===== src/rtl/ms_timer_mc_pkg.sv =====
// ms_timer_mc_pkg
// ---------------
// Shared definitions for the multi-channel millisecond timer.
// Holds the bus register map (word addresses within the block), the bit
// offset of the periodic-mode field inside the control register, and a
// helper that maps a channel index to its register address.
package ms_timer_mc_pkg;

  // Word addresses on the 4-bit block-local bus
  localparam logic [3:0] ADDR_TICKS = 4'd0;  // free-running tick counter
  localparam logic [3:0] ADDR_FLAGS = 4'd1;  // sticky expiry flags, W1C
  localparam logic [3:0] ADDR_CTRL  = 4'd2;  // enable / periodic mode
  localparam logic [3:0] ADDR_MASK  = 4'd3;  // interrupt mask
  localparam logic [3:0] ADDR_CH0   = 4'd4;  // first channel register

  // Control register: enables sit at bit 0 upwards, modes at this offset
  localparam int MODE_OFS = 16;

  // Register address of channel idx
  function automatic logic [3:0] ch_addr(input int idx);
    return ADDR_CH0 + 4'(idx);
  endfunction

endpackage


===== src/rtl/ms_timer_mc_ch.sv =====
// ms_timer_ch
// -----------
// One down-counting timer channel.
// On a tick with the channel enabled and a non-zero count, the count steps
// down; reaching the end of a period (count==1 on a tick) raises expire for
// that cycle and either reloads the period (periodic) or parks at 0 and asks
// the owner to clear the enable bit (one-shot). A load overrides everything
// in its cycle: period and count both take load_val and no step happens.
//
// Ports:
//   clk       in   system clock
//   rst       in   asynchronous active-low reset
//   tick      in   shared prescaler tick pulse
//   enable    in   channel enable (current register value)
//   periodic  in   1 = reload on expiry, 0 = one-shot
//   load      in   bus write to this channel's register
//   load_val  in   new period / count
//   count     out  current count, for readback
//   expire    out  combinational: this cycle ends a period
//   en_clr    out  combinational: one-shot expiry, enable must drop
module ms_timer_ch #(
  parameter int CNT_W = 16
) (
  input  logic             clk,
  input  logic             rst,
  input  logic             tick,
  input  logic             enable,
  input  logic             periodic,
  input  logic             load,
  input  logic [CNT_W-1:0] load_val,
  output logic [CNT_W-1:0] count,
  output logic             expire,
  output logic             en_clr
);

  logic [CNT_W-1:0] period_q, period_d;
  logic [CNT_W-1:0] count_q, count_d;
  logic             step;

  always_comb begin
    // A zero count never moves: a period of 0 means "never expires"
    step     = tick & enable & (count_q != '0);
    // A same-cycle load wins, so it also suppresses the expiry
    expire   = step & (count_q == CNT_W'(1)) & ~load;
    en_clr   = expire & ~periodic;

    period_d = period_q;
    count_d  = count_q;
    if (load) begin
      period_d = load_val;
      count_d  = load_val;
    end else if (step) begin
      if (count_q == CNT_W'(1)) begin
        count_d = periodic ? period_q : '0;
      end else begin
        count_d = count_q - CNT_W'(1);
      end
    end
  end

  always_ff @(posedge clk or negedge rst) begin
    if (!rst) begin
      period_q <= '0;
      count_q  <= '0;
    end else begin
      period_q <= period_d;
      count_q  <= count_d;
    end
  end

  assign count = count_q;

endmodule


===== src/rtl/ms_timer_mc.sv =====
// ms_timer_mc
// -----------
// Multi-channel millisecond timer on the single-cycle base-device bus.
// A shared prescaler divides clk down to a tick pulse; a 32-bit counter
// counts ticks; NUM_CH channels count ticks down and set sticky flags on
// expiry. irq is the OR of flags under irq_mask.
//
// Register map (word address):
//   0      tick counter, RW (write beats a same-cycle tick)
//   1      flags, read / write-1-to-clear (hardware set beats clear)
//   2      control: [NUM_CH-1:0] enable, [16 +: NUM_CH] periodic mode
//   3      irq_mask
//   4+i    channel i: write loads period and count, read returns count
//   other  read 0, writes ignored
//
// Ports:
//   clk       in   system clock
//   rst       in   asynchronous active-low reset
//   stb       in   bus strobe
//   we        in   write enable, qualified by stb
//   addr      in   word address
//   data_in   in   write data
//   data_out  out  read data, 0 unless stb & ~we
//   ack       out  = stb, zero wait states
//   tick      out  one-cycle pulse per tick period
//   irq       out  |(flags & irq_mask)
module ms_timer_mc
  import ms_timer_mc_pkg::*;
#(
  parameter int CLOCK_FREQ = 40_000_000,
  parameter int TICK_FREQ  = 1000,
  parameter int NUM_CH     = 4,
  parameter int CNT_W      = 16
) (
  input  logic        clk,
  input  logic        rst,
  input  logic        stb,
  input  logic        we,
  input  logic [3:0]  addr,
  input  logic [31:0] data_in,
  output logic [31:0] data_out,
  output logic        ack,
  output logic        tick,
  output logic        irq
);

  localparam int DIV   = CLOCK_FREQ / TICK_FREQ;
  localparam int PRE_W = (DIV > 2) ? $clog2(DIV) : 1;

  // Elaboration-time parameter checks
  if (DIV < 2 || (CLOCK_FREQ % TICK_FREQ) != 0) begin : g_bad_div
    $error("ms_timer_mc: CLOCK_FREQ/TICK_FREQ must be an integer >= 2");
  end
  if (NUM_CH < 1 || NUM_CH > 8) begin : g_bad_ch
    $error("ms_timer_mc: NUM_CH must be 1..8");
  end
  if (CNT_W < 1 || CNT_W > 32) begin : g_bad_w
    $error("ms_timer_mc: CNT_W must be 1..32");
  end

  logic [PRE_W-1:0]  pre_q, pre_d;
  logic [31:0]       ticks_q, ticks_d;
  logic [NUM_CH-1:0] flags_q, flags_d;
  logic [NUM_CH-1:0] enable_q, enable_d;
  logic [NUM_CH-1:0] mode_q, mode_d;
  logic [NUM_CH-1:0] mask_q, mask_d;

  logic              wr;
  logic              rd;
  logic [NUM_CH-1:0] ch_load;
  logic [NUM_CH-1:0] ch_expire;
  logic [NUM_CH-1:0] ch_en_clr;
  logic [CNT_W-1:0]  ch_count [NUM_CH];

  // Many data_in bits are architecturally don't-care
  logic unused_data_in;
  assign unused_data_in = ^data_in;

  assign wr   = stb & we;
  assign rd   = stb & ~we;
  assign ack  = stb;
  assign tick = (pre_q == PRE_W'(DIV - 1));
  assign irq  = |(flags_q & mask_q);

  // ------------------------------------------------------------------
  // Channels
  // ------------------------------------------------------------------
  for (genvar gi = 0; gi < NUM_CH; gi++) begin : g_ch
    assign ch_load[gi] = wr & (addr == ch_addr(gi));

    ms_timer_ch #(
      .CNT_W (CNT_W)
    ) u_ch (
      .clk      (clk),
      .rst      (rst),
      .tick     (tick),
      .enable   (enable_q[gi]),
      .periodic (mode_q[gi]),
      .load     (ch_load[gi]),
      .load_val (data_in[CNT_W-1:0]),
      .count    (ch_count[gi]),
      .expire   (ch_expire[gi]),
      .en_clr   (ch_en_clr[gi])
    );
  end

  // ------------------------------------------------------------------
  // Next-state logic for the shared registers
  // ------------------------------------------------------------------
  always_comb begin
    pre_d = tick ? '0 : pre_q + PRE_W'(1);

    ticks_d = ticks_q;
    if (wr && addr == ADDR_TICKS) begin
      ticks_d = data_in;
    end else if (tick) begin
      ticks_d = ticks_q + 32'd1;
    end

    // Clear first, then OR in fresh expiries so hardware set wins
    flags_d = flags_q;
    if (wr && addr == ADDR_FLAGS) begin
      flags_d = flags_q & ~data_in[NUM_CH-1:0];
    end
    flags_d = flags_d | ch_expire;

    // Channels see enable_q/mode_q this cycle, so a control write only
    // takes effect from the next tick; one-shot auto-clear beats the write
    enable_d = enable_q;
    mode_d   = mode_q;
    if (wr && addr == ADDR_CTRL) begin
      enable_d = data_in[NUM_CH-1:0];
      mode_d   = data_in[MODE_OFS +: NUM_CH];
    end
    enable_d = enable_d & ~ch_en_clr;

    mask_d = mask_q;
    if (wr && addr == ADDR_MASK) begin
      mask_d = data_in[NUM_CH-1:0];
    end
  end

  always_ff @(posedge clk or negedge rst) begin
    if (!rst) begin
      pre_q    <= '0;
      ticks_q  <= '0;
      flags_q  <= '0;
      enable_q <= '0;
      mode_q   <= '0;
      mask_q   <= '0;
    end else begin
      pre_q    <= pre_d;
      ticks_q  <= ticks_d;
      flags_q  <= flags_d;
      enable_q <= enable_d;
      mode_q   <= mode_d;
      mask_q   <= mask_d;
    end
  end

  // ------------------------------------------------------------------
  // Read mux (combinational, zero wait states)
  // ------------------------------------------------------------------
  always_comb begin
    data_out = '0;
    if (rd) begin
      case (addr)
        ADDR_TICKS: data_out = ticks_q;
        ADDR_FLAGS: data_out[NUM_CH-1:0] = flags_q;
        ADDR_CTRL: begin
          data_out[NUM_CH-1:0]         = enable_q;
          data_out[MODE_OFS +: NUM_CH] = mode_q;
        end
        ADDR_MASK:  data_out[NUM_CH-1:0] = mask_q;
        default: begin
          for (int i = 0; i < NUM_CH; i++) begin
            if (addr == ch_addr(i)) begin
              data_out = 32'(ch_count[i]);
            end
          end
        end
      endcase
    end
  end

endmodule


===== config.mk =====
export PLATFORM = sky130hd
export DESIGN_NAME = ms_timer_mc
export DESIGN_NICKNAME = d
export VERILOG_FILES = /design/src/rtl/ms_timer_mc_pkg.sv /design/src/rtl/ms_timer_mc_ch.sv /design/src/rtl/ms_timer_mc.sv
export SDC_FILE = /design/constraint.sdc
export NUM_CORES = 1
export LEC_CHECK = 0
export BUFFER_PORTS_ARGS = -buffer_cell sky130_fd_sc_hd__clkbuf_2
export CORE_ASPECT_RATIO = 2
export CORE_UTILIZATION = 57
export CTS_BUF_LIST = sky130_fd_sc_hd__clkbuf_4
export DETAILED_ROUTE_END_ITERATION = 8
export PLACE_DENSITY_LB_ADDON = 0.08
export SYNTH_ARGS = -nofsm -noshare
export SYNTH_HDL_FRONTEND = slang
export SYNTH_SLANG_ARGS = --single-unit

===== constraint.sdc =====
create_clock -name clk -period 2.5 [get_ports clk]
set_input_delay 0.5 -clock clk [delete_from_list [all_inputs] [get_ports clk]]
set_output_delay 0.5 -clock clk [all_outputs]
set_load 0.02 [all_outputs]

==> qor.csv, run 1 <==
metric,value,unit
critPathKind,flip-flop to primary output,
cp-end-kind,primary output,
ant_nets,0,
grt_pass1_wl,61510,um
synth-seq-cells,192,
grt_usage,41.36,%
tightest_slew,656.6,ps
use_met1,44.07,%
final_util,69.50,%
firstDrtPassIters,6,
die_w,101.4,um
outcome,"finished, violations left",
drc,0,
reg2reg_slack,0,ps
ioPinCount,75,
yosysWarnings,0,
combinationalPowerShare,28.8,%
drv_slew,0,
switching_power,0.003061,W
cts_sinks,192,
endpoint,data_out[13],
post-dp-hpwl,28550,um
critPathArrivalTime,2200,ps
startpoint_type,flip-flop,
p_sw_share,36.13,%
vdd_drop_max,0.5677,mV
use_met3,8.844,%
cts.clk_slew.worst_paths,140,ps
hold_viol,0,
drt_first_iter_violations,838,
seq_area,0.004856,mm2
finalCritPeriodShare,107.9,%
initial_utilization,58.16,%
hp-class,primary input to flip-flop,
clockRootBuffer,clkbuf_4,
wl_per_cell,22.59,um
die_y,200.8,um
syn_avg_cell_area,8.400,um2
violations,setup timing,
cts_max_level,4,
p_int,0.005412,W
power_leakage,5.933,nW
cts_tree,done,
synth_edf_count,0,
place_congestion,1.009,
multi_input_area,0.006191,mm2
antenna_found_initial,1,
synth_cells,1341,
setup_viol,15,
clock_skew,22.81,ps
grt-busiest-layer,met2,
fmax,370.5,MHz
clock_latency,680,ps
max_slew_margin,55.82,%
synth_nets,1391,
holdWs,62.80,ps
viasPerCell,6.373,
fin_ws,-198.7,ps
r2r_start,pre_q[7],
synth_flop_cell,dfrtp_1,
cp-startpoint,g_ch[2].u_ch.count[13],
critPathRequiredTime,2000,ps
rr_endpoint,g_ch[0].u_ch.count[12],
io_buffers,74,
overflow,0,
grt_max_degree,75,
nNetsFinal,1553,
grt_pass1_vias,11180,
vias,11310,
syn2layout_area_growth,19.50,%
power_density,629.4,mW/mm2
grt_setup_unrepaired,yes,
cap_violations,0,
routed_wl,40100,um
synth-async-reset-ratio,100.0,%
r2r_cells,7,
seq_area_frac_synth,42.65,%
die_area,0.02036,mm2
p_clk_share,21.2,%
crit_fanout,2,
core,0.01937,mm2
synth_area,0.01126,mm2
cts_buffers,17,
drive_gt1_share,23.70,%
grt_use_met2,69.97,%
post-route-min-period,2699,ps
rows,72,
n_fill_cell,1611,
clock_path_buffers,2,
synth_cell_types,66,
p_seq_share,50.0,%
-- what timing repair did --
action	in CTS	in global routing
resized for setup	78	32
hold endpoints to repair	36	0
hold buffers	1	0
setup endpoints to repair	17	61
pin swaps	18	11
buffers inserted	45	3
-- area by class of cell --
cell class / instances / share of cell area [%]
antenna: 1 / 0.01859
sequential: 192 / 36.07
inverter: 15 / 0.4183
tap: 259 / 2.407
clock inverter: 12 / 1.069
clock buffer: 19 / 1.060
multi-input combinational: 1045 / 45.99
timing repair buffer: 232 / 12.97
-- worst max-delay path, cell delays in order, from the launching register on --
cell	delay, ps
dfrtp_2	510
mux2i_1	170
o21ai_1	110
a222oi_1	470
nor2_1	80
buf_4	170
-- cells by family after synthesis --
logic type / synth area share [%]
XOR/XNOR: 5.132
flip-flops: 42.65
buffers and inverters: 3.621
adder cells (fa/ha/maj): 1.111
AO/OA/AOI/OAI: 16.66
AND/OR/NAND/NOR: 26.09
multiplexers: 4.732
-- synthesized netlist by cell type, drive strengths merged, types with 6 or more instances --
cell type	number	area, um2
mux2i	24	240.2
or3	9	56.30
ha	10	125.1
inv	15	56.30
o31ai	13	97.59
a311oi	11	96.34
and3	19	118.9
clkbuf	75	281.5
a31oi	22	137.6
dfrtp	192	4805
nor2b	6	37.54
nor3b	8	60.06
o211ai	21	162.6
a22oi	7	52.55
nand4	24	150.1
buf	14	70.06
a211oi	10	75.07
and4	9	78.83
nor3	41	210.2
o21ai	74	370.4
xnor2	31	271.5
mux4	9	202.7
nand2	274	1028
a222oi	10	100.1
or2	6	37.54
xor2	35	306.5
mux2	8	90.09
and2	12	75.07
nor4	21	152.6
nand3	53	265.3
or4	14	105.1
nor2	118	442.9
a21oi	100	500.5
-- worst min-delay path by stage --
stage,startpoint,to,depth (start not counted)
after global placement,rst,pre_q[11],1
after global routing,data_in[16],mode_q[0],2
after CTS,data_in[29],ticks_q[29],3
after detailed placement,rst,pre_q[11],1
after floorplan,rst,enable_q[0],0
final,data_in[29],ticks_q[29],3
-- through the flow --
| stage | instances | area, um2 | setup WS (ps) | TNS [ps] | power, W |
|---|---|---|---|---|---|
| 6_report | 1775 | 13460 | -198.7 | -1069 | 0.008473 |
| 5_1_grt | 1775 | 13460 | -213.4 | -2183 | 0.008865 |
| 4_1_cts | 1773 | 13390 | -235.7 | -1597 | 0.008386 |
| 3_5_place_dp | 1701 | 12650 | 44.12 | 0 | 0.006368 |
| 3_3_place_gp | 1701 | 12650 | 82.20 | 0 | 0.006316 |
| 2_1_floorplan | 1341 | 11280 | 0.8658 | 0 | 0.005375 |
-- cell usage in the layout, fill, tap and decap left out, types with 5 or more instances in the layout --
cell type  synthesis  layout
a311oi_1          11      11
xor2_1            35      35
mux2_2             8       8
buf_12             0      10
o31ai_1           13      13
and3_1            19      18
and2_1            12      12
nand4_1           24      24
a22oi_1            7       5
or2_2              5       5
clkbuf_2           0      57
o211ai_1          20      20
mux2i_2            0       5
a211oi_1          10      10
or4_1             14      13
and4_1             9       9
o21ai_1            2      10
mux4_2             9       9
ha_1              10      10
nor3b_1            8       6
or3_1              9       8
nor3_2             1       7
mux2i_1           24      19
a222oi_1          10      10
nor3_1            40      33
dfrtp_2            0      41
a31oi_1           22      22
dfrtp_1          192     151
xnor2_1           31      31
clkbuf_4           0      19
nor4_1            19      18
nand3_1           53      53
inv_1             15      15
nor2_1           118     117
buf_4              2     154
a21oi_1          100     100
nand2_1          274     270
o21ai_0           72      62
nor2b_1            6       6
-- power groups by stage --
stage | Combinational (W) | Clock [W] | Sequential, W
2_1_floorplan | 0.00133 | 0 | 0.00404
3_3_place_gp | 0.00199 | 0 | 0.00432
3_5_place_dp | 0.00204 | 0 | 0.00433
4_1_cts | 0.00235 | 0.00182 | 0.00421
5_1_grt | 0.00265 | 0.00193 | 0.00428
6_report | 0.00244 | 0.00179 | 0.00423
-- per-layer routing --
metal	vias to the layer above	routed length (um)
li1	5144	-
met1	5460	13890
met2	523	19970
met3	185	2782
met4	0	3451
met5	-	0
-- flip-flops by register name (all words and copies together) (netlist names) --
signal	count
enable_q	4
pre_q	16
flags_q	4
mode_q	4
ticks_q	32
g_ch.u_ch.period_q	64
g_ch.u_ch.count	64
mask_q	4
(Power assumes the default switching activity.)
==> run 2: changes to the inputs <==
--- a/config.mk
+++ b/config.mk
@@ -10,6 +10,7 @@
 export CORE_UTILIZATION = 57
 export CTS_BUF_LIST = sky130_fd_sc_hd__clkbuf_4
 export DETAILED_ROUTE_END_ITERATION = 8
+export HOLD_SLACK_MARGIN = 0.12
 export PLACE_DENSITY_LB_ADDON = 0.08
 export SYNTH_ARGS = -nofsm -noshare
 export SYNTH_HDL_FRONTEND = slang
==> qor.csv, run 2 (synthesis results as in run 1) <==
metric,value,unit,change
outcome,"finished, violations left",,
violations,setup timing,,
cts_tree,done,,
critPathKind,flip-flop to primary output,,
max_slew_margin,56.95,%,+1.1 points
combinationalPowerShare,29.0,%,+0.2 points
wl_per_cell,22.52,um,-0.32%
setup_viol,16,,+1
critical_path.max_stage_delay,500,ps,about the same
core,0.01937,mm2,unchanged
place_congestion,1.009,,unchanged
clock_skew,21.83,ps,-0.9742 ps
routed_wl,40340,um,+0.58%
dp_cells,1701,,unchanged
hold_path.startpoint,data_in[0],,
crit_fanout,2,,unchanged
switching_power,0.003060,W,about the same
hold_viol,0,,unchanged
clock_path_buffers,2,,unchanged
cts_max_level,4,,unchanged
die_y,200.8,um,unchanged
p_clk_share,21.0,%,-0.2 points
cts_buffers,17,,unchanged
vias,11360,,+0.44%
cp_num_buf_inv,1,,unchanged
critPathRequiredTime,2000,ps,about the same
layout_common_cells,"nand2_1 (270), buf_4 (154), dfrtp_1 (151), nor2_1 (117), a21oi_1 (100)",,
antenna_found_initial,1,,unchanged
p_sw_share,36.05,%,-0.080 points
viasPerCell,6.344,,-0.46%
clock_latency,680,ps,about the same
grt_pass1_wl,61820,um,+0.51%
die_w,101.4,um,unchanged
grt_pass1_vias,11280,,+0.89%
rows,72,,unchanged
drv_slew,0,,unchanged
io_buffers,74,,unchanged
hp-class,primary input to flip-flop,,
post-route-min-period,2675,ps,-23.24 ps
tightest_slew,639.9,ps,-16.69 ps
r2r_start,pre_q[7],,
final_util,70.34,%,+0.84 points
startpoint_type,flip-flop,,
drive_gt1_share,23.45,%,-0.25 points
cap_violations,0,,unchanged
drc,0,,unchanged
firstDrtPassIters,6,,unchanged
p_seq_share,49.9,%,about the same
grt_setup_unrepaired,yes,,
clockRootBuffer,clkbuf_4,,
hold_end,g_ch[0].u_ch.period_q[0],,
holdPathStages,3,,unchanged
layout_commonest_cell,nand2_1,,
power_leakage,6.001,nW,+1.1%
critPathArrivalTime,2180,ps,-20 ps
die_area,0.02036,mm2,unchanged
slowest_stage,dfrtp_2,,
cp-end-kind,primary output,,
crit_family,compound AO/OA/AOI/OAI gates,,
grt_usage,41.55,%,+0.19 points
fmax,373.8,MHz,+0.87%
overflow,0,,unchanged
p_int,0.005429,W,+0.31%
post-dp-hpwl,28550,um,unchanged
power_density,623.0,mW/mm2,-1.0%
nNetsFinal,1569,,+1.0%
reg2reg_slack,-10,ps,about the same
ant_nets,0,,unchanged
rr_endpoint,g_ch[0].u_ch.count[12],,
r2r_cells,7,,unchanged
cts.clk_slew.worst_paths,160,ps,+20 ps
vdd_drop_max,0.5705,mV,+0.50%
syn2layout_area_growth,20.95,%,
drt_first_iter_violations,898,,+7.2%
grt_max_degree,75,,unchanged
cts_sinks,192,,unchanged
crit_chain,"mux2i_1, o21ai_1, a222oi_1, nor2_1, buf_4",,
finalCritPeriodShare,107.0,%,-0.93 points
ioPinCount,75,,unchanged
fin_ws,-175.5,ps,+23.24 ps
initial_utilization,58.16,%,unchanged
layoutNonFillerInstCount,1791,,+0.90%
## run 2: worst reg2reg max path, delay by kind of cell (launching register included)
| kind | cells | cell delay [ps] |
|---|---|---|
| simple gates | 4 | 1360 |
| buf+inv | 2 | 480 |
| flops | 1 | 410 |
| compound gates | 1 | 180 |
## run 2: per-stage QoR
step | setup WS [ps] | hold WS (ps) | TNS (ps) | total power [W] | area, um2
3_3_place_gp | 82.20 | 440.2 | 0 | 0.006316 | 12650
5_1_grt | -213.4 | 194.4 | -2172 | 0.008888 | 13620
2_1_floorplan | 0.8658 | 204.4 | 0 | 0.005375 | 11280
6_report | -175.5 | 233.7 | -1078 | 0.008488 | 13620
4_1_cts | -235.7 | 189.5 | -1597 | 0.008405 | 13550
3_5_place_dp | 44.12 | 442.7 | 0 | 0.006368 | 12650
## run 2: worst max path at each step
| stage | from | endpoint | depth (start not counted) | slack [ps] |
|---|---|---|---|---|
| 2_1_floorplan | addr[0] | data_out[5] | 6 | 0.9 |
| 3_3_place_gp | pre_q[6] | g_ch[3].u_ch.count[13] | 7 | 80 |
| 3_5_place_dp | pre_q[6] | g_ch[0].u_ch.count[12] | 7 | 40 |
| 4_1_cts | pre_q[14] | tick | 4 | -240 |
| 5_1_grt | g_ch[2].u_ch.count[13] | data_out[13] | 5 | -210 |
| 6_report | g_ch[2].u_ch.count[13] | data_out[13] | 5 | -180 |
## run 2: area by class of cell
type,instances,area [um2]
repair buffers,248,1906
multi-input cells,1045,6193
clock buffers,19,142.6
flip-flops and latches,192,4856
clock inverters,12,143.9
inverters,15,56.30
well taps,259,324.1
fillers,1582,5744
diodes,1,2.502
## run 2: power by group through the flow
stage	clock network (W)	registers (W)	logic (W)
after floorplan	0	0.00404	0.00133
after global placement	0	0.00432	0.00199
after detailed placement	0	0.00433	0.00204
after CTS	0.00182	0.00421	0.00237
after global routing	0.00193	0.00428	0.00267
final	0.00179	0.00424	0.00247
## run 2: per-layer routing
metal | global-route usage (%) | part of all wire (%)
met5 | 0 | 0
met4 | 31.57 | 8.6
met2 | 70.29 | 50
met3 | 8.600 | 6.4
met1 | 44.30 | 35
## run 2: timing repair
item                                   4_1_cts  5_1_grt
buffers inserted                            45        3
resized for setup                           78       33
gates cloned                                 0        0
pin swaps                                   18       11
endpoints found under the hold margin      117        0
setup endpoints to repair                   17       61
hold buffers                                17        0
